[src/rtl/sdram_mport_pkg.sv]
// Shared types and width helpers for the sdram_mport multi-port front end.
package sdram_mport_pkg;

  typedef enum logic {
    IDLE  = 1'b0,
    ISSUE = 1'b1
  } mport_state_t;

  // ceil(log2(n)), never less than 1 so single-entry ranges still get a bit
  function automatic int clog2_min1(input int n);
    int w;
    w = 1;
    for (int i = 1; i < 32; i++) begin
      if ((1 << w) < n) w = w + 1;
    end
    return w;
  endfunction

  function automatic int id_width(input int np);
    return clog2_min1(np);
  endfunction

  function automatic int out_width(input int max_out);
    return clog2_min1(max_out + 1);
  endfunction

  function automatic int word_width(input int burst);
    return clog2_min1(burst);
  endfunction

  function automatic int next_rr(input int idx, input int np);
    return (idx + 1 >= np) ? 0 : idx + 1;
  endfunction

endpackage

[src/rtl/sdram_mport_rsp.sv]
// Per-port read-return tracker: burst word counter, outstanding-read counter,
// registered rd_last and this port's protocol-error contribution.
module sdram_mport_rsp
  import sdram_mport_pkg::*;
#(
  parameter int BURST   = 8,
  parameter int MAX_OUT = 2
) (
  input  logic clk,
  input  logic srst,
  input  logic inc,
  input  logic word_valid,
  output logic can_read,
  output logic rd_last,
  output logic err_hit
);

  localparam int OW = out_width(MAX_OUT);
  localparam int WW = word_width(BURST);

  logic [OW-1:0] out_q, out_d;
  logic [WW-1:0] cnt_q, cnt_d;
  logic          rd_last_q, rd_last_d;
  logic          last_word;
  logic          dec;

  always_comb begin
    last_word = word_valid && (cnt_q == WW'(BURST - 1));
    // outstanding saturates at zero when a burst ends with nothing owed
    dec       = last_word && (out_q != '0);
    err_hit   = word_valid && (out_q == '0) && (cnt_q == '0);
    can_read  = (out_q < OW'(MAX_OUT));
    rd_last_d = last_word;

    cnt_d = cnt_q;
    if (word_valid) begin
      cnt_d = last_word ? '0 : cnt_q + WW'(1);
    end

    case ({inc, dec})
      2'b10:   out_d = out_q + OW'(1);
      2'b01:   out_d = out_q - OW'(1);
      default: out_d = out_q;
    endcase
  end

  always_ff @(posedge clk) begin
    if (srst) begin
      out_q     <= '0;
      cnt_q     <= '0;
      rd_last_q <= 1'b0;
    end else begin
      out_q     <= out_d;
      cnt_q     <= cnt_d;
      rd_last_q <= rd_last_d;
    end
  end

  assign rd_last = rd_last_q;

endmodule

[src/rtl/sdram_mport.sv]
// N-port arbiter and read-return router in front of the SDRAM controller.
// Optional SDRAM_MPORT_PRIO_EN gives port 0 fixed top priority over round-robin.
module sdram_mport
  import sdram_mport_pkg::*;
#(
  parameter  int NP      = 4,
  parameter  int AN      = 24,
  parameter  int DN      = 16,
  parameter  int BURST   = 8,
  parameter  int MAX_OUT = 2,
  localparam int IN      = id_width(NP)
) (
  input  logic             clkSYS,
  input  logic             reset,
  input  logic [NP*AN-1:0] port_addr,
  input  logic [NP*DN-1:0] port_data,
  input  logic [NP-1:0]    port_req,
  input  logic [NP-1:0]    port_wr,
  output logic [NP-1:0]    port_ack,
  output logic [DN-1:0]    rd_data,
  output logic [NP-1:0]    rd_valid,
  output logic [NP-1:0]    rd_last,
  output logic [AN-1:0]    req_addr,
  output logic [DN-1:0]    req_data,
  output logic [IN-1:0]    req_id,
  output logic             req,
  output logic             req_wr,
  input  logic             req_ack,
  input  logic [DN-1:0]    mem_data,
  input  logic [IN-1:0]    mem_id,
  input  logic             mem_valid,
  output logic             err
);

  mport_state_t state_q, state_d;
  logic [IN-1:0] rr_q, rr_d;
  logic [IN-1:0] req_id_q, req_id_d;
  logic [AN-1:0] req_addr_q, req_addr_d;
  logic [DN-1:0] req_data_q, req_data_d;
  logic          req_q, req_d;
  logic          req_wr_q, req_wr_d;
  logic [NP-1:0] port_ack_q, port_ack_d;
  logic [DN-1:0] rd_data_q, rd_data_d;
  logic [NP-1:0] rd_valid_q, rd_valid_d;
  logic          err_q, err_d;

  logic [NP-1:0]   eligible, elig_rr, can_read, err_hit, inc_vec, word_vec;
  logic [2*NP-1:0] rot;
  logic            found;
  logic [IN-1:0]   gsel;

  always_comb begin
    int sel_idx;
    eligible = port_req & (port_wr | can_read);
    elig_rr  = eligible;
`ifdef SDRAM_MPORT_PRIO_EN
    elig_rr[0] = 1'b0;
`endif
    // rot[k] is the eligibility of port (rr_q + k) mod NP
    rot     = {elig_rr, elig_rr} >> rr_q;
    found   = 1'b0;
    gsel    = '0;
    sel_idx = 0;
    for (int k = NP - 1; k >= 0; k--) begin
      if (rot[k]) begin
        found   = 1'b1;
        sel_idx = int'(rr_q) + k;
        if (sel_idx >= NP) sel_idx = sel_idx - NP;
        gsel = IN'(sel_idx);
      end
    end
`ifdef SDRAM_MPORT_PRIO_EN
    if (eligible[0]) begin
      found = 1'b1;
      gsel  = '0;
    end
`endif

    state_d    = state_q;
    rr_d       = rr_q;
    req_d      = req_q;
    req_id_d   = req_id_q;
    req_addr_d = req_addr_q;
    req_data_d = req_data_q;
    req_wr_d   = req_wr_q;
    port_ack_d = '0;
    inc_vec    = '0;

    case (state_q)
      IDLE: begin
        if (found) begin
          state_d  = ISSUE;
          req_d    = 1'b1;
          req_id_d = gsel;
          for (int p = 0; p < NP; p++) begin
            if (gsel == IN'(p)) begin
              req_addr_d    = port_addr[p*AN +: AN];
              req_data_d    = port_data[p*DN +: DN];
              req_wr_d      = port_wr[p];
              port_ack_d[p] = 1'b1;
            end
          end
        end
      end
      ISSUE: begin
        if (req_ack) begin
          state_d = IDLE;
          req_d   = 1'b0;
`ifdef SDRAM_MPORT_PRIO_EN
          if (req_id_q != '0) rr_d = IN'(next_rr(int'(req_id_q), NP));
`else
          rr_d = IN'(next_rr(int'(req_id_q), NP));
`endif
          for (int p = 0; p < NP; p++) begin
            inc_vec[p] = !req_wr_q && (req_id_q == IN'(p));
          end
        end
      end
      default: state_d = IDLE;
    endcase

    for (int p = 0; p < NP; p++) begin
      word_vec[p] = mem_valid && (mem_id == IN'(p));
    end
    rd_valid_d = word_vec;
    rd_data_d  = (|word_vec) ? mem_data : rd_data_q;
    err_d      = err_q | (mem_valid && !(|word_vec)) | (|err_hit);
  end

  always_ff @(posedge clkSYS) begin
    if (reset) begin
      state_q    <= IDLE;
      rr_q       <= '0;
      req_q      <= 1'b0;
      req_id_q   <= '0;
      req_addr_q <= '0;
      req_data_q <= '0;
      req_wr_q   <= 1'b0;
      port_ack_q <= '0;
      rd_data_q  <= '0;
      rd_valid_q <= '0;
      err_q      <= 1'b0;
    end else begin
      state_q    <= state_d;
      rr_q       <= rr_d;
      req_q      <= req_d;
      req_id_q   <= req_id_d;
      req_addr_q <= req_addr_d;
      req_data_q <= req_data_d;
      req_wr_q   <= req_wr_d;
      port_ack_q <= port_ack_d;
      rd_data_q  <= rd_data_d;
      rd_valid_q <= rd_valid_d;
      err_q      <= err_d;
    end
  end

  for (genvar gi = 0; gi < NP; gi++) begin : g_rsp
    sdram_mport_rsp #(
      .BURST  (BURST),
      .MAX_OUT(MAX_OUT)
    ) u_rsp (
      .clk       (clkSYS),
      .srst      (reset),
      .inc       (inc_vec[gi]),
      .word_valid(word_vec[gi]),
      .can_read  (can_read[gi]),
      .rd_last   (rd_last[gi]),
      .err_hit   (err_hit[gi])
    );
  end

  assign port_ack = port_ack_q;
  assign rd_data  = rd_data_q;
  assign rd_valid = rd_valid_q;
  assign req_addr = req_addr_q;
  assign req_data = req_data_q;
  assign req_id   = req_id_q;
  assign req      = req_q;
  assign req_wr   = req_wr_q;
  assign err      = err_q;

endmodule

[config.mk]
export PLATFORM = sky130hd
export DESIGN_NAME = sdram_mport
export DESIGN_NICKNAME = d
export VERILOG_FILES = /design/src/rtl/sdram_mport_pkg.sv /design/src/rtl/sdram_mport_rsp.sv /design/src/rtl/sdram_mport.sv
export SDC_FILE = /design/constraint.sdc
export NUM_CORES = 1
export LEC_CHECK = 0
export CORE_MARGIN = 3
export CORE_UTILIZATION = 41
export DETAILED_ROUTE_END_ITERATION = 10
export GPL_ROUTABILITY_DRIVEN = 0
export PLACE_DENSITY = 0.8
export SLEW_MARGIN = 20
export SYNTH_ARGS = -nofsm -noshare
export SYNTH_HDL_FRONTEND = slang
export SYNTH_HIERARCHICAL = 1
export SYNTH_SLANG_ARGS = --single-unit
[constraint.sdc]
create_clock -name clkSYS -period 3.3 [get_ports clkSYS]
set_input_delay 0.99 -clock clkSYS [delete_from_list [all_inputs] [get_ports clkSYS]]
set_output_delay 0.99 -clock clkSYS [all_outputs]
set_load 0.01 [all_outputs]
# Word-level counts from Yosys, hierarchy flattened
# Index checks and enable logic that the tools add are counted.
# word_totals
ff_bits	96
inputBits	190
out_inout_bits	73
elab_cells	181
# classes
n_addsub	20
order_cmp	9
eq_ne	23
shift	1
mux	45
bitwise_logic	6
reduce_logical	54
# ops
operator	n
24-bit two-way mux	4
16-bit two-way mux	4
1-bit logical AND	25
2-bit equality test (second input constant)	10
2-bit two-way mux	9
1-bit two-way mux	16
2-bit case mux with 2 select lines	4
2-bit nonzero test	8
2-bit by 1-bit subtractor with 2-bit output (second input constant)	8
2-bit by 1-bit equality test with 1-bit output (second input constant)	7
2-bit zero test	7
3-bit by 1-bit adder with 3-bit output (second input constant)	4
3-bit equality test (second input constant)	4
3-bit >= comparator (second input constant)	4
3-bit zero test	4
3-bit two-way mux	4
2-bit by 1-bit adder with 2-bit output (second input constant)	4
2-bit < comparator (second input constant)	4
4-bit two-way mux	2
4-bit OR reduction	2
8-bit by 2-bit >> shifter with 4-bit output	1
2-bit by 1-bit adder with 3-bit output (second input constant)	2
2-bit by 2-bit adder with 3-bit output (second input constant)	2
2-bit AND reduction	3
11 further kinds	16

# Logic depth before layout (Yosys ltp)
# depth
word_depth	13
depth_mapped	10
mapped_depth_nobuf	8

# Cells and area by module
# The synthesis kept the hierarchy.
# modules_own_cells
mod	n_inst	cells_per_inst	area_per_inst_um2	seq_area_each_um2
sdram_mport	1	519	4466.8	1441.4
sdram_mport_rsp	4	34	297.8	120.1

# Worst setup path before layout
# Ideal clock, no wire load.
# synth_path
path_type	in2reg
from	input port mem_valid
to	register g_rsp[0].u_rsp.out_q[1]
setup_ns	0.070
arrival_ns	2.754
required_ns	3.230
slack_ns	0.476
path_stages	7
path_buffers	1
path_cell_list	clkbuf_1 -> nor3b_1 -> nand2_1 -> nor2_1 -> ha_1 -> or3_1 -> a21oi_1
# synth_via
elab_chain_len	5
elab_cells_between_ends	7
classes_between	eq/ne: 2; mux: 1; reduce/logical: 4
# synth_rtl
item	line_no	source
start: declaration	sdram_mport.sv:31	input logic mem_valid,
1-bit logical AND (*)	sdram_mport.sv:123	word_vec[p] = mem_valid && (mem_id == IN'(p));
via rd_valid_d[0]	sdram_mport.sv:44	logic [NP-1:0] rd_valid_q, rd_valid_d;
1-bit logical AND (*)	sdram_mport_rsp.sv:28	last_word = word_valid && (cnt_q == WW'(BURST - 1));
1-bit logical AND (*)	sdram_mport_rsp.sv:30	dec = last_word && (out_q != '0);
2-bit by 1-bit equality test with 1-bit output / 2-bit equality test (equally long branches)	sdram_mport_rsp.sv:40	case ({inc, dec})
2-bit case mux with 2 select lines / 2-bit nonzero test (equally long branches)	-	
end signal: assignment	sdram_mport_rsp.sv:53	out_q <= out_d;
end: declaration	sdram_mport_rsp.sv:21	logic [OW-1:0] out_q, out_d;
# The timed path passes the listed nets; every way through them passes the cells marked *.
# A chain may end at the register's enable or synchronous reset.

# Final worst setup path
# layout_path
from	input port port_wr[2]
to	register req_addr_q[23], in the netlist req_addr[23]
# layout_via
elab_chain_len	11
elab_cells_between_ends	20
classes_between	eq/ne: 3; shift: 1; mux: 11; bitwise: 2; reduce/logical: 3
# layout_rtl
item	line_no	source
start: declaration	sdram_mport.sv:18	input logic [NP-1:0] port_wr,
4-bit bitwise OR (*)	sdram_mport.sv:54	eligible = port_req & (port_wr | can_read);
4-bit AND (*)	sdram_mport.sv:54	
8-bit by 2-bit >> shifter with 4-bit output (*)	sdram_mport.sv:60	rot = {elig_rr, elig_rr} >> rr_q;
2-bit two-way mux (4 in series)	sdram_mport.sv:65	if (rot[k]) begin
2-bit by 1-bit equality test with 1-bit output	sdram_mport.sv:96	if (gsel == IN'(p)) begin
24-bit two-way mux (3 in series)	sdram_mport.sv:96	
end signal: assignment	sdram_mport.sv:148	req_addr_q <= req_addr_d;
end: declaration	sdram_mport.sv:38	logic [AN-1:0] req_addr_q, req_addr_d;
# Every way passes the cells marked *; elsewhere a longest branch is shown, timed or not.

==> run summary <==
Of all cell types, the one taking the most synthesized area is sky130_fd_sc_hd__dfxtp_1. The minimum clock period after layout is 2820 ps. The top layer reached by signal wires is met4. Summing the sequential cell areas from Yosys gives 34.0% of the chip area. Summing every instance area after synthesis gives 5660 sq um. The number of distinct standard cells referenced by the synthesized netlist is 40. The total global-route track usage is 24.1%. Row generation in the floorplan step produced 42 rows. The signal on the critical path passes through clkdlybuf4s50_1 -> o21ai_1 -> a41oi_1 -> nor2_4 -> a32o_1. STA classifies the critical path endpoint as a flip-flop. The worst slew margin relative to its limit is 29.1%. Cells with a size suffix above 1 make up 8.10% of the layout. By count the netlist is led by sky130_fd_sc_hd__o211ai_1 (133), sky130_fd_sc_hd__inv_1 (103), sky130_fd_sc_hd__dfxtp_1 (96). The simple logic cell fraction of the synthesized area came out at 9.66%. After synthesis, the cell types taking the most area are sky130_fd_sc_hd__dfxtp_1 (34%), sky130_fd_sc_hd__o211ai_1 (18%), sky130_fd_sc_hd__a32o_1 (7.1%).

The highest fanout seen on the critical path is 41. The data required time at the worst endpoint came out at 3590 ps. The I/O pin count came out at 263. The post-synthesis instance total is 655. The flow ran to the end, and the final reports show no timing, DRC or antenna violations. Across the routed clock network, the largest skew measured is 10.7 ps. The count of TritonRoute iterations in the first routing pass came out at 4. In the post-synthesis netlist, the cell with the most instances is sky130_fd_sc_hd__o211ai_1. The number of nets at the end of the flow came out at 1094. Counting the fill cells in the layout gives 1148. The number of sinks on the clock net came out at 96. The slew of the pin with the lowest slew margin came out at 1060 ps. The number of hold-slack violations in the final timing report was 0. In the final routed layout, each cell accounts on average for 17.9 microns. In this run the clock root is driven by a sky130_fd_sc_hd__clkbuf_16.

The final sum of negative setup slack came out at 0 ps. The worst setup path is of the in2reg kind. The remaining number of nets flagged by the antenna check after routing is 0. The routed length on met2 came out at 9040 microns. The post-CTS setup repair buffer count came out at 0. Setup repair after global routing left no endpoint under its margin. Max-cap violations in this run came to 0. The number of port buffers is 262. The flop and latch count out of synthesis came out at 96. The die area came out at 15200 sq um. The count of vias placed by the detailed router came out at 5831.

The post-route fraction of the period consumed by the critical path is 85.5%. The initial standard-cell utilization of the core is 42.4%. From left edge to right edge, the die measures 123 microns. The number of DRC markers in iteration 0 is 323. Yosys printed 6 warnings.

The number of CTS-inserted buffers is 9. The clock input transition at the sequential cells of the worst setup and hold paths is 80 ps. The largest net degree at the start of global routing is 82.

The area fraction of the dominant cell type after synthesis came out at 34.0%. The number of buffers on the longest clock path came out at 2. The maximum level of the CTS H-tree is 3. The hold buffer count at cts is 0. The data arrival time of the critical path is 3110 ps. The overall routed net length came out at 19100 microns. The category of the worst setup path launch point is a primary input. The path class of the tightest hold or removal check is reg2reg.

The first-pass GRT wire length came out at 29000 microns. The largest family of logic cells by synthesized area is compound AO/OA/AOI/OAI gates. The mux cell area share after synthesis is 3.72%. The kind of cell with the highest combined delay along the critical path is simple AND/OR/NAND/NOR gates. Counting both buffers and inverters, the worst setup path holds a total of 1. The floorplan die height is 123 microns.

Post-CTS repair changed the size of 0 cells. The clock latency on the worst-skew pair is 350 ps. The average cell area after synthesis is 8.64 sq um.

The relative area change from synthesis to final layout is 54.6%. Global routing finished with a remaining overflow of 0. The via count of the first global-routing pass came out at 5602. The slowest stage of the critical path belongs to the cell sky130_fd_sc_hd__nor2_4. The fraction of the mapped netlist area in compound gates came out at 35.0%.

The TritonCTS clock tree is built. The wire length on met1 came out at 7930 microns. On the worst path, the slowest cell contributes a delay of 840 ps. The leakage power is 3.35 nW.

The share of flip-flops with an asynchronous set or reset came out at 0%. The final-report max-slew violation count is 0. The xor/xnor share of the synthesized area came out at 1.24%. The number of nets produced by synthesis is 865. The via-per-instance ratio is 5.47. The most used flip-flop cell after synthesis is sky130_fd_sc_hd__dfxtp_1.

The number of antenna violations at the first check in global routing is 1. The completed layout was analyzed and its total power is 3.33 mW. The number of remaining DRC errors is 0.

In this run the power density over the cells is 380 nW/um^2. Setup violations remaining at the end of the flow were counted as 0. The count of flip-flops with a built-in enable after synthesis came out at 0. The core area is 13300 sq um. For this run, the top clock speed supported by timing is 355 MHz. The wire length on met3 is 1600 microns.

The worst supply voltage drop on vdd came out at 0.308 mV. The detailed-placement wirelength estimate is 13200 microns. Of the total synthesized cell area, the portion taken by full adders, half adders and majority gates is 4.42%.
## state kept, by name, indices dropped and copies added (netlist names), 2 cells and up
register / cells
g_rsp.u_rsp/cnt_q: 12
g_rsp.u_rsp/out_q: 8
g_rsp.u_rsp/rd_last: 4
port_ack: 4
rd_data: 16
rd_valid: 4
req_addr: 24
req_data: 16
req_id: 2
rr_q: 2
## through the flow
step	hold slack (ps)	instances	cell area, sq um	setup WS (ps)	util (%)
after global placement	447	1049	8440	124	63.3
after global routing	477	1066	8750	234	65.6
after CTS	469	1065	8750	461	65.5
after detailed placement	453	1049	8440	87.3	63.3
after floorplan	446	655	5660	476	-
final	465	1066	8750	480	65.6
## final cells by class
| type | count | area [sq um] | share of cell area (%) |
|---|---|---|---|
| Inverter | 103 | 387 | 4.42 |
| Sequential cell | 96 | 1920 | 22.0 |
| Clock buffer | 10 | 229 | 2.62 |
| Clock inverter | 6 | 73.8 | 0.844 |
| Tap cell | 176 | 220 | 2.52 |
| Antenna cell | 1 | 2.50 | 0.0286 |
| Multi-Input combinational cell | 396 | 3100 | 35.5 |
| Timing Repair Buffer | 278 | 2810 | 32.1 |
## placed cells by master (no fill, tap or decap), types with 4 or more instances in the layout
| cell | n |
|---|---|
| sky130_fd_sc_hd__a21oi_1 | 18 |
| sky130_fd_sc_hd__a32o_1 | 40 |
| sky130_fd_sc_hd__and2_1 | 4 |
| sky130_fd_sc_hd__and4b_1 | 4 |
| sky130_fd_sc_hd__buf_12 | 6 |
| sky130_fd_sc_hd__buf_4 | 10 |
| sky130_fd_sc_hd__clkbuf_16 | 9 |
| sky130_fd_sc_hd__clkdlybuf4s50_1 | 261 |
| sky130_fd_sc_hd__dfxtp_1 | 96 |
| sky130_fd_sc_hd__ha_1 | 20 |
| sky130_fd_sc_hd__inv_1 | 103 |
| sky130_fd_sc_hd__inv_6 | 4 |
| sky130_fd_sc_hd__mux2i_1 | 21 |
| sky130_fd_sc_hd__nand2_1 | 14 |
| sky130_fd_sc_hd__nand3b_1 | 4 |
| sky130_fd_sc_hd__nor2_1 | 49 |
| sky130_fd_sc_hd__nor3_1 | 7 |
| sky130_fd_sc_hd__nor3b_1 | 7 |
| sky130_fd_sc_hd__o211ai_1 | 133 |
| sky130_fd_sc_hd__o211ai_2 | 30 |
| sky130_fd_sc_hd__o21ai_0 | 4 |
| sky130_fd_sc_hd__or3_1 | 4 |
| sky130_fd_sc_hd__xnor2_1 | 4 |
| sky130_fd_sc_hd__xor2_1 | 4 |
## cell families (layout without fill, tap and decap cells)
| kind of cell | after synthesis | in the layout |
|---|---|---|
| other | 0 | 1 |
| AO/OA/AOI/OAI | 238 | 238 |
| AND/OR/NAND/NOR | 109 | 109 |
| multiplexers | 21 | 21 |
| buffers and inverters | 163 | 397 |
| XOR/XNOR | 8 | 8 |
| adder cells (fa/ha/maj) | 20 | 20 |
| flip-flops | 96 | 96 |
## final timing paths
check / depth (start not counted) / to / start / slack, ps
worst max register to register: 5 / req_addr[23]$_SDFFE_PP0P_ / g_rsp[2].u_rsp/out_q[1]$_SDFFE_PP0P_ / 1200
worst max-delay path: 5 / req_addr[23]$_SDFFE_PP0P_ / port_wr[2] / 480
worst min-delay path: 1 / req_data[11]$_SDFFE_PP0P_ / req_data[11]$_SDFFE_PP0P_ / 460
worst min register to register: 1 / req_data[11]$_SDFFE_PP0P_ / req_data[11]$_SDFFE_PP0P_ / 460
## metal layers
| layer | GRT usage, % | vias to the layer above |
|---|---|---|
| li1 | - | 2856 |
| met1 | 29.5 | 2738 |
| met2 | 40.5 | 203 |
| met3 | 6.40 | 34 |
| met4 | 8.65 | 0 |
| met5 | 0 | - |
## power by group
part / switching (mW) / internal (mW) / total [mW]
Combinational: 0.411 / 0.529 / 0.940
Clock: 0.491 / 0.601 / 1.09
Sequential: 0.0491 / 1.24 / 1.29
(Power assumes the default switching activity.)
